[config.mk]
export PLATFORM = sky130hd
export DESIGN_NAME = obi_rvalid_stall_fifo
export DESIGN_NICKNAME = d
export VERILOG_FILES = /design/src/rtl/obi_rvalid_stall_fifo.sv
export SDC_FILE = /design/constraint.sdc
export NUM_CORES = 1
export LEC_CHECK = 0
export ABC_AREA = 1
export BUFFER_PORTS_ARGS = -buffer_cell sky130_fd_sc_hd__buf_2
export CORE_MARGIN = 3
export CORE_UTILIZATION = 35
export CTS_BUF_LIST = sky130_fd_sc_hd__clkbuf_4
export CTS_CLUSTER_SIZE = 28
export DETAILED_ROUTE_END_ITERATION = 7
export PLACE_DENSITY = 0.52
export SYNTH_ARGS = -nofsm -noshare
export SYNTH_HDL_FRONTEND = slang
export SYNTH_SLANG_ARGS = --single-unit
[constraint.sdc]
create_clock -name clk_i -period 2.25 [get_ports clk_i]
set_input_delay 0.1125 -clock clk_i [delete_from_list [all_inputs] [get_ports clk_i]]
set_output_delay 0.1125 -clock clk_i [all_outputs]
set_load 0.005 [all_outputs]
[src/rtl/obi_rvalid_stall_fifo.sv]
// In-order OBI response FIFO that holds each granted transfer and releases its rvalid after a per-transfer stall.
// Optional `define OBI_RVALID_STALL_ERR_EN adds err_i/err_o with per-entry error storage.
module obi_rvalid_stall_fifo #(
    parameter int unsigned DATA_W    = 32,
    parameter int unsigned DEPTH     = 8,
    parameter int unsigned DELAY_W   = 4,
    parameter logic [31:0] LFSR_SEED = 32'hACE12468
) (
    input  logic                   clk_i,
    input  logic                   rst_ni,
    input  logic                   req_i,
    input  logic                   gnt_i,
    input  logic                   we_i,
    output logic                   gnt_o,
    input  logic [DATA_W-1:0]      rdata_i,
    output logic [DATA_W-1:0]      rdata_o,
    output logic                   rvalid_o,
    input  logic                   en_stall_i,
    input  logic [1:0]             stall_mode_i,
    input  logic [DELAY_W-1:0]     max_stall_i,
    input  logic [DELAY_W-1:0]     valid_stall_i,
`ifdef OBI_RVALID_STALL_ERR_EN
    input  logic                   err_i,
    output logic                   err_o,
`endif
    output logic [$clog2(DEPTH):0] level_o
);

    localparam int unsigned IDX_W       = $clog2(DEPTH);
    localparam int unsigned PTR_W       = IDX_W + 1;
    localparam logic [31:0] LFSR_TAPS   = 32'h80200003;
    localparam logic [1:0]  MODE_FIXED  = 2'd1;
    localparam logic [1:0]  MODE_RANDOM = 2'd2;

    function automatic logic [DELAY_W-1:0] clamp_delay(input logic [DELAY_W-1:0] d,
                                                       input logic [DELAY_W-1:0] lim);
        return (d > lim) ? lim : d;
    endfunction

    function automatic logic [31:0] lfsr_next(input logic [31:0] s);
        return s[0] ? ((s >> 1) ^ LFSR_TAPS) : (s >> 1);
    endfunction

    logic [PTR_W-1:0]   r_wptr;
    logic [PTR_W-1:0]   r_rptr;
    logic [31:0]        r_lfsr;
    logic               r_pend_vld;
    logic [IDX_W-1:0]   r_pend_idx;
    logic [DEPTH-1:0]   r_we;
    logic [DEPTH-1:0]   r_dvalid;
    logic [DELAY_W-1:0] r_delay [DEPTH];
    logic [DATA_W-1:0]  r_data  [DEPTH];
`ifdef OBI_RVALID_STALL_ERR_EN
    logic [DEPTH-1:0]   r_err;
`endif

    logic [IDX_W-1:0]   w_wr_idx;
    logic [IDX_W-1:0]   w_rd_idx;
    logic               w_empty;
    logic               w_full;
    logic               w_push;
    logic               w_pop;
    logic               w_head_dec;
    logic               w_head_bypass;
    logic               w_head_avail;
    logic [DELAY_W-1:0] w_head_delay;
    logic [DELAY_W-1:0] w_new_delay;

    assign w_wr_idx = r_wptr[IDX_W-1:0];
    assign w_rd_idx = r_rptr[IDX_W-1:0];
    assign w_empty  = (r_wptr == r_rptr);
    assign w_full   = (w_wr_idx == w_rd_idx) && (r_wptr[IDX_W] != r_rptr[IDX_W]);
    assign level_o  = r_wptr - r_rptr;

    // Grant is held low through reset and whenever full, even if the head pops this cycle.
    assign gnt_o  = gnt_i & ~w_full & rst_ni;
    assign w_push = req_i & gnt_o;

    always_comb begin
        w_new_delay = '0;
        if (en_stall_i) begin
            case (stall_mode_i)
                MODE_FIXED:  w_new_delay = clamp_delay(valid_stall_i, max_stall_i);
                MODE_RANDOM: w_new_delay = clamp_delay(r_lfsr[DELAY_W-1:0], max_stall_i);
                default:     w_new_delay = '0;
            endcase
        end
    end

    // The head is only ever an entry pushed in an earlier cycle: emptiness comes from registers.
    assign w_head_delay  = r_delay[w_rd_idx];
    assign w_head_bypass = r_pend_vld && (r_pend_idx == w_rd_idx) && !r_dvalid[w_rd_idx];
    assign w_head_avail  = r_dvalid[w_rd_idx] | w_head_bypass;
    assign w_head_dec    = !w_empty && (w_head_delay != '0);
    assign w_pop         = !w_empty && (w_head_delay == '0) && w_head_avail;

    always_comb begin
        rvalid_o = w_pop;
        rdata_o  = '0;
        if (w_pop && !r_we[w_rd_idx]) begin
            rdata_o = w_head_bypass ? rdata_i : r_data[w_rd_idx];
        end
    end

`ifdef OBI_RVALID_STALL_ERR_EN
    always_comb begin
        err_o = 1'b0;
        if (w_pop && !r_we[w_rd_idx]) begin
            err_o = w_head_bypass ? err_i : r_err[w_rd_idx];
        end
    end
`endif

    always_ff @(posedge clk_i or negedge rst_ni) begin
        if (!rst_ni) begin
            r_wptr     <= '0;
            r_rptr     <= '0;
            r_lfsr     <= LFSR_SEED;
            r_pend_vld <= 1'b0;
            r_pend_idx <= '0;
        end else begin
            if (w_push) begin
                r_wptr <= r_wptr + 1'b1;
                r_lfsr <= lfsr_next(r_lfsr);
            end
            if (w_pop) begin
                r_rptr <= r_rptr + 1'b1;
            end
            // A read pushed now has its rdata_i one cycle later; remember where it goes.
            r_pend_vld <= w_push & ~we_i;
            r_pend_idx <= w_wr_idx;
        end
    end

    always_ff @(posedge clk_i or negedge rst_ni) begin
        if (!rst_ni) begin
            r_we     <= '0;
            r_dvalid <= '0;
`ifdef OBI_RVALID_STALL_ERR_EN
            r_err    <= '0;
`endif
            for (int i = 0; i < DEPTH; i++) begin
                r_delay[i] <= '0;
                r_data[i]  <= '0;
            end
        end else begin
            for (int i = 0; i < DEPTH; i++) begin
                if (w_push && (w_wr_idx == IDX_W'(i))) begin
                    r_we[i]     <= we_i;
                    r_dvalid[i] <= we_i;
                    r_delay[i]  <= w_new_delay;
                    r_data[i]   <= '0;
`ifdef OBI_RVALID_STALL_ERR_EN
                    r_err[i]    <= 1'b0;
`endif
                end else begin
                    // Data capture and head countdown may hit different slots in the same cycle.
                    if (r_pend_vld && (r_pend_idx == IDX_W'(i))) begin
                        r_data[i]   <= rdata_i;
                        r_dvalid[i] <= 1'b1;
`ifdef OBI_RVALID_STALL_ERR_EN
                        r_err[i]    <= err_i;
`endif
                    end
                    if (w_head_dec && (w_rd_idx == IDX_W'(i))) begin
                        r_delay[i] <= r_delay[i] - 1'b1;
                    end
                end
            end
        end
    end

endmodule

==> impl_metrics.tcl <==
set metrics [dict create \
    nFillCells 5067 \
    hpwl_mm 36.69 \
    drive_gt1_share_pct 29.53 \
    antenna_found_initial 1 \
    crit_family "buffers and inverters" \
    ant_nets 0 \
    wl_per_cell_um 20.22 \
    vias_per_cell 5.188 \
    syn-num-nets 2762 \
    clkTransAtPathRegs_ps 70 \
    setup_viol 343 \
    overflow 0 \
    worstPathCellList "buf_6 -> ha_4 -> inv_4 -> nor3_4 -> buf_4 -> nand2_2 -> inv_2 -> nor2_2 -> nand3_4 -> buf_6 -> clkbuf_16 -> nor2_2 -> buf_2" \
    comb_power_share_pct 54.9 \
    cts_tree "yes" \
    drt_iter0_drc 1674 \
    placed_cell_area_um2 21510 \
    dieHeight_um 242.3 \
    grt_start_max_net_pins 134 \
    synth_top_area_share_pct 42.89 \
    hold_viol 0 \
    switching_share_pct 43.06 \
    power_density_nw_per_um2 1322 \
    setup_ws_ps -806.2 \
    max_slew_margin_pct 46.06 \
    switching_power_mw 16.12 \
    critPathMaxFanout 4 \
    vdd_ir_drop_max_uv 657.1 \
    vias 19688 \
    grt_pass1_wl_mm 105.8 \
    rsz0062_at_grt "true" \
    slew_viol_final 0 \
    clk_latency_ps 880 \
    grt_pass1_vias 18298 \
    period_minus_slack_ps 3056 \
    power_frac_seq_pct 28.8 \
    place.gp.congestion 0.7840 \
    slowest_stage "dfrtp_4" \
    drc 0 \
    dieArea_um2 58720 \
    io_buffers 85 \
    cp.arrival_ps 2940 \
    period_share_pct 135.8 \
    wirelength_mm 76.74 \
    hold_ws_ps 100.3 \
    htree_num_levels 3 \
    synthTopCellsByArea "dfrtp_1 43%, inv_1 13%, nand2_1 6.9%" \
    skew_ps 66.89 \
    worstSetupEndpointType "output pin" \
    reg2reg_depth 15 \
    post-route-util_pct 51.92 \
    grt_use_total_pct 22.79 \
    synthToLayoutAreaGrowth_pct 44.91 \
    whs_path_depth 7 \
    final_area_um2 28320 \
    clockBufferDepth 3 \
    std_cell_rows 85 \
    crit_type "register to output pin" \
    total_leakage_power_nw 14.89 \
    tns_ps -129830 \
    synth-seq-area-share_pct 44.64 \
    violations "negative setup slack" \
    die_w_um 242.3 \
    crit_path_start_kind "register" \
    yosysWarnings 0 \
    postSynthCellCount 2680 \
    clock-sinks 348 \
    cpPeakStageDelay_ps 520 \
    drv_cap 0 \
    ios 86 \
    status "finished with violations" \
    synth-seq-cells 348 \
    critPathBufInv 7 \
    netlist.top_cell.by_area "dfrtp_1" \
    core_um2 54560 \
    final_common_cell "inv_1" \
    final_cell_mix "612 x inv_1, 334 x nand2_1, 333 x dfrtp_1, 193 x nand3_1, 152 x o21ai_0" \
    start_util_pct 35.83 \
    layout.nets 3062 \
    syn_area_um2 19550 \
    p_clk_share_pct 16.4 \
    critPathRequiredTime_ps 2140 \
    synth_cell_types 34 \
    drtPass1Iterations 5 \
    max_freq_ghz 0.3272 \
    internal_power_mw 21.32 \
    clockRootBuffer "clkbuf_4" \
    syn_avg_cell_area_um2 7.293 \
    critical_path_cell_count 13 \
    worstMarginPinSlew_ps 809.0 \
    hold_path.class "input port to register" \
    cts_buffers 101 \
]
synth_stat cells (all sizes together):
cell type / number
a21boi: 1
a21oi: 157
a22oi: 31
a31oi: 160
buf: 83
clkbuf: 102
dfrtp: 335
dfstp: 13
fa: 1
ha: 33
inv: 654
nand2: 367
nand3: 259
nand3b: 1
nand4: 13
nor2: 235
nor3: 3
o211ai: 33
o21ai: 171
o221ai: 1
o22ai: 1
o31ai: 1
xnor2: 7
xor2: 18
final timing paths:
check,from,to,slack [ps]
max in group asynchronous,rst_ni,r_delay[19]$_DFFE_PN0P_,630
worst max-delay path,r_rptr[0]$_DFFE_PN0P_,rdata_o[15],-810
worst max register to register,r_rptr[0]$_DFFE_PN0P_,r_data[98]$_DFFE_PN0P_,-500
worst min register to register,r_data[252]$_DFFE_PN0P_,r_data[252]$_DFFE_PN0P_,470
min in group asynchronous,rst_ni,r_data[249]$_DFFE_PN0P_,410
worst min-delay path,stall_mode_i[1],r_delay[7]$_DFFE_PN0P_,100
worst reg2reg max path: stages, from the launching register on:
cell and delay, ps:
dfrtp_4 520, buf_6 140, ha_4 270, inv_4 40, nor3_4 220, buf_4 150
buf_6 90, a21oi_4 60, buf_6 130, buf_12 130, buf_6 110, nand3_4 160
nand2_8 160, buf_12 210, a31oi_1 180, inv_1 50
cells by family (layout without fill, tap and decap cells):
kind of cell             Yosys count  after routing  synth area share [%]
buffers and inverters            839           1212                 16.67
other                              0              1                     0
AND/OR/NAND/NOR                  878            880                 19.13
flip-flops                       348            348                 44.64
XOR/XNOR                          25             25                 1.159
AO/OA/AOI/OAI                    556            556                 16.19
adder cells (fa/ha/maj)           34             34                 2.215
layout make-up:
class                   count  area [um^2]  share of cell area (%)
multi-input cells        1495         9917                   35.01
repair buffers            379         4931                   17.41
flip-flops and latches    348         8730                   30.82
clock buffers             146         1096                   3.870
diodes                      1        2.502                0.008835
repair inverters            1        8.758                 0.03092
well taps                 739        924.6                   3.264
inverters                 654         2524                   8.910
clock inverters            32        191.4                  0.6759
power by group through the flow:
stage                     logic, mW  clock network [mW]  registers, mW
after global routing           22.6                6.67           11.0
after global placement         14.3                   0           10.6
after CTS                      17.5                6.29           10.6
final                          20.5                6.12           10.8
after detailed placement       14.5                   0           10.7
after floorplan                10.3                   0           10.3
registers in the layout, summed over array words and instances, names as in the netlist:
register	count
r_data	256
r_delay	32
r_dvalid	8
r_lfsr	32
r_pend_idx	3
r_pend_vld	1
r_rptr	4
r_we	8
r_wptr	4
stage by stage:
step	worst slack (ps)	cells	power, mW
6_report	-806.2	3795	37.44
5_1_grt	-959.8	3795	40.31
4_1_cts	-793.3	3721	34.45
3_5_place_dp	-139.3	3419	25.24
3_3_place_gp	-135.5	3419	24.87
2_1_floorplan	2.375	2680	20.59
layer usage:
metal / track usage (%) / share of wire, % / vias to the layer above
li1: - / - / 9106
met3: 3.929 / 7.1 / 159
met4: 8.027 / 3.6 / 0
met5: 0 / 0 / -
met2: 36.31 / 46 / 745
met1: 31.27 / 43 / 9678
timing repair:
| action | 4_1_cts | 5_1_grt |
|---|---|---|
| endpoints found under the setup margin | 118 | 325 |
| endpoints found under the hold margin | 640 | 0 |
| gates cloned | 31 | 38 |
| resized for setup | 162 | 493 |
| pin swaps | 60 | 122 |
| hold buffers | 44 | 0 |
| setup buffers | 52 | 55 |
Note: power is estimated with default switching activity, not from simulation.
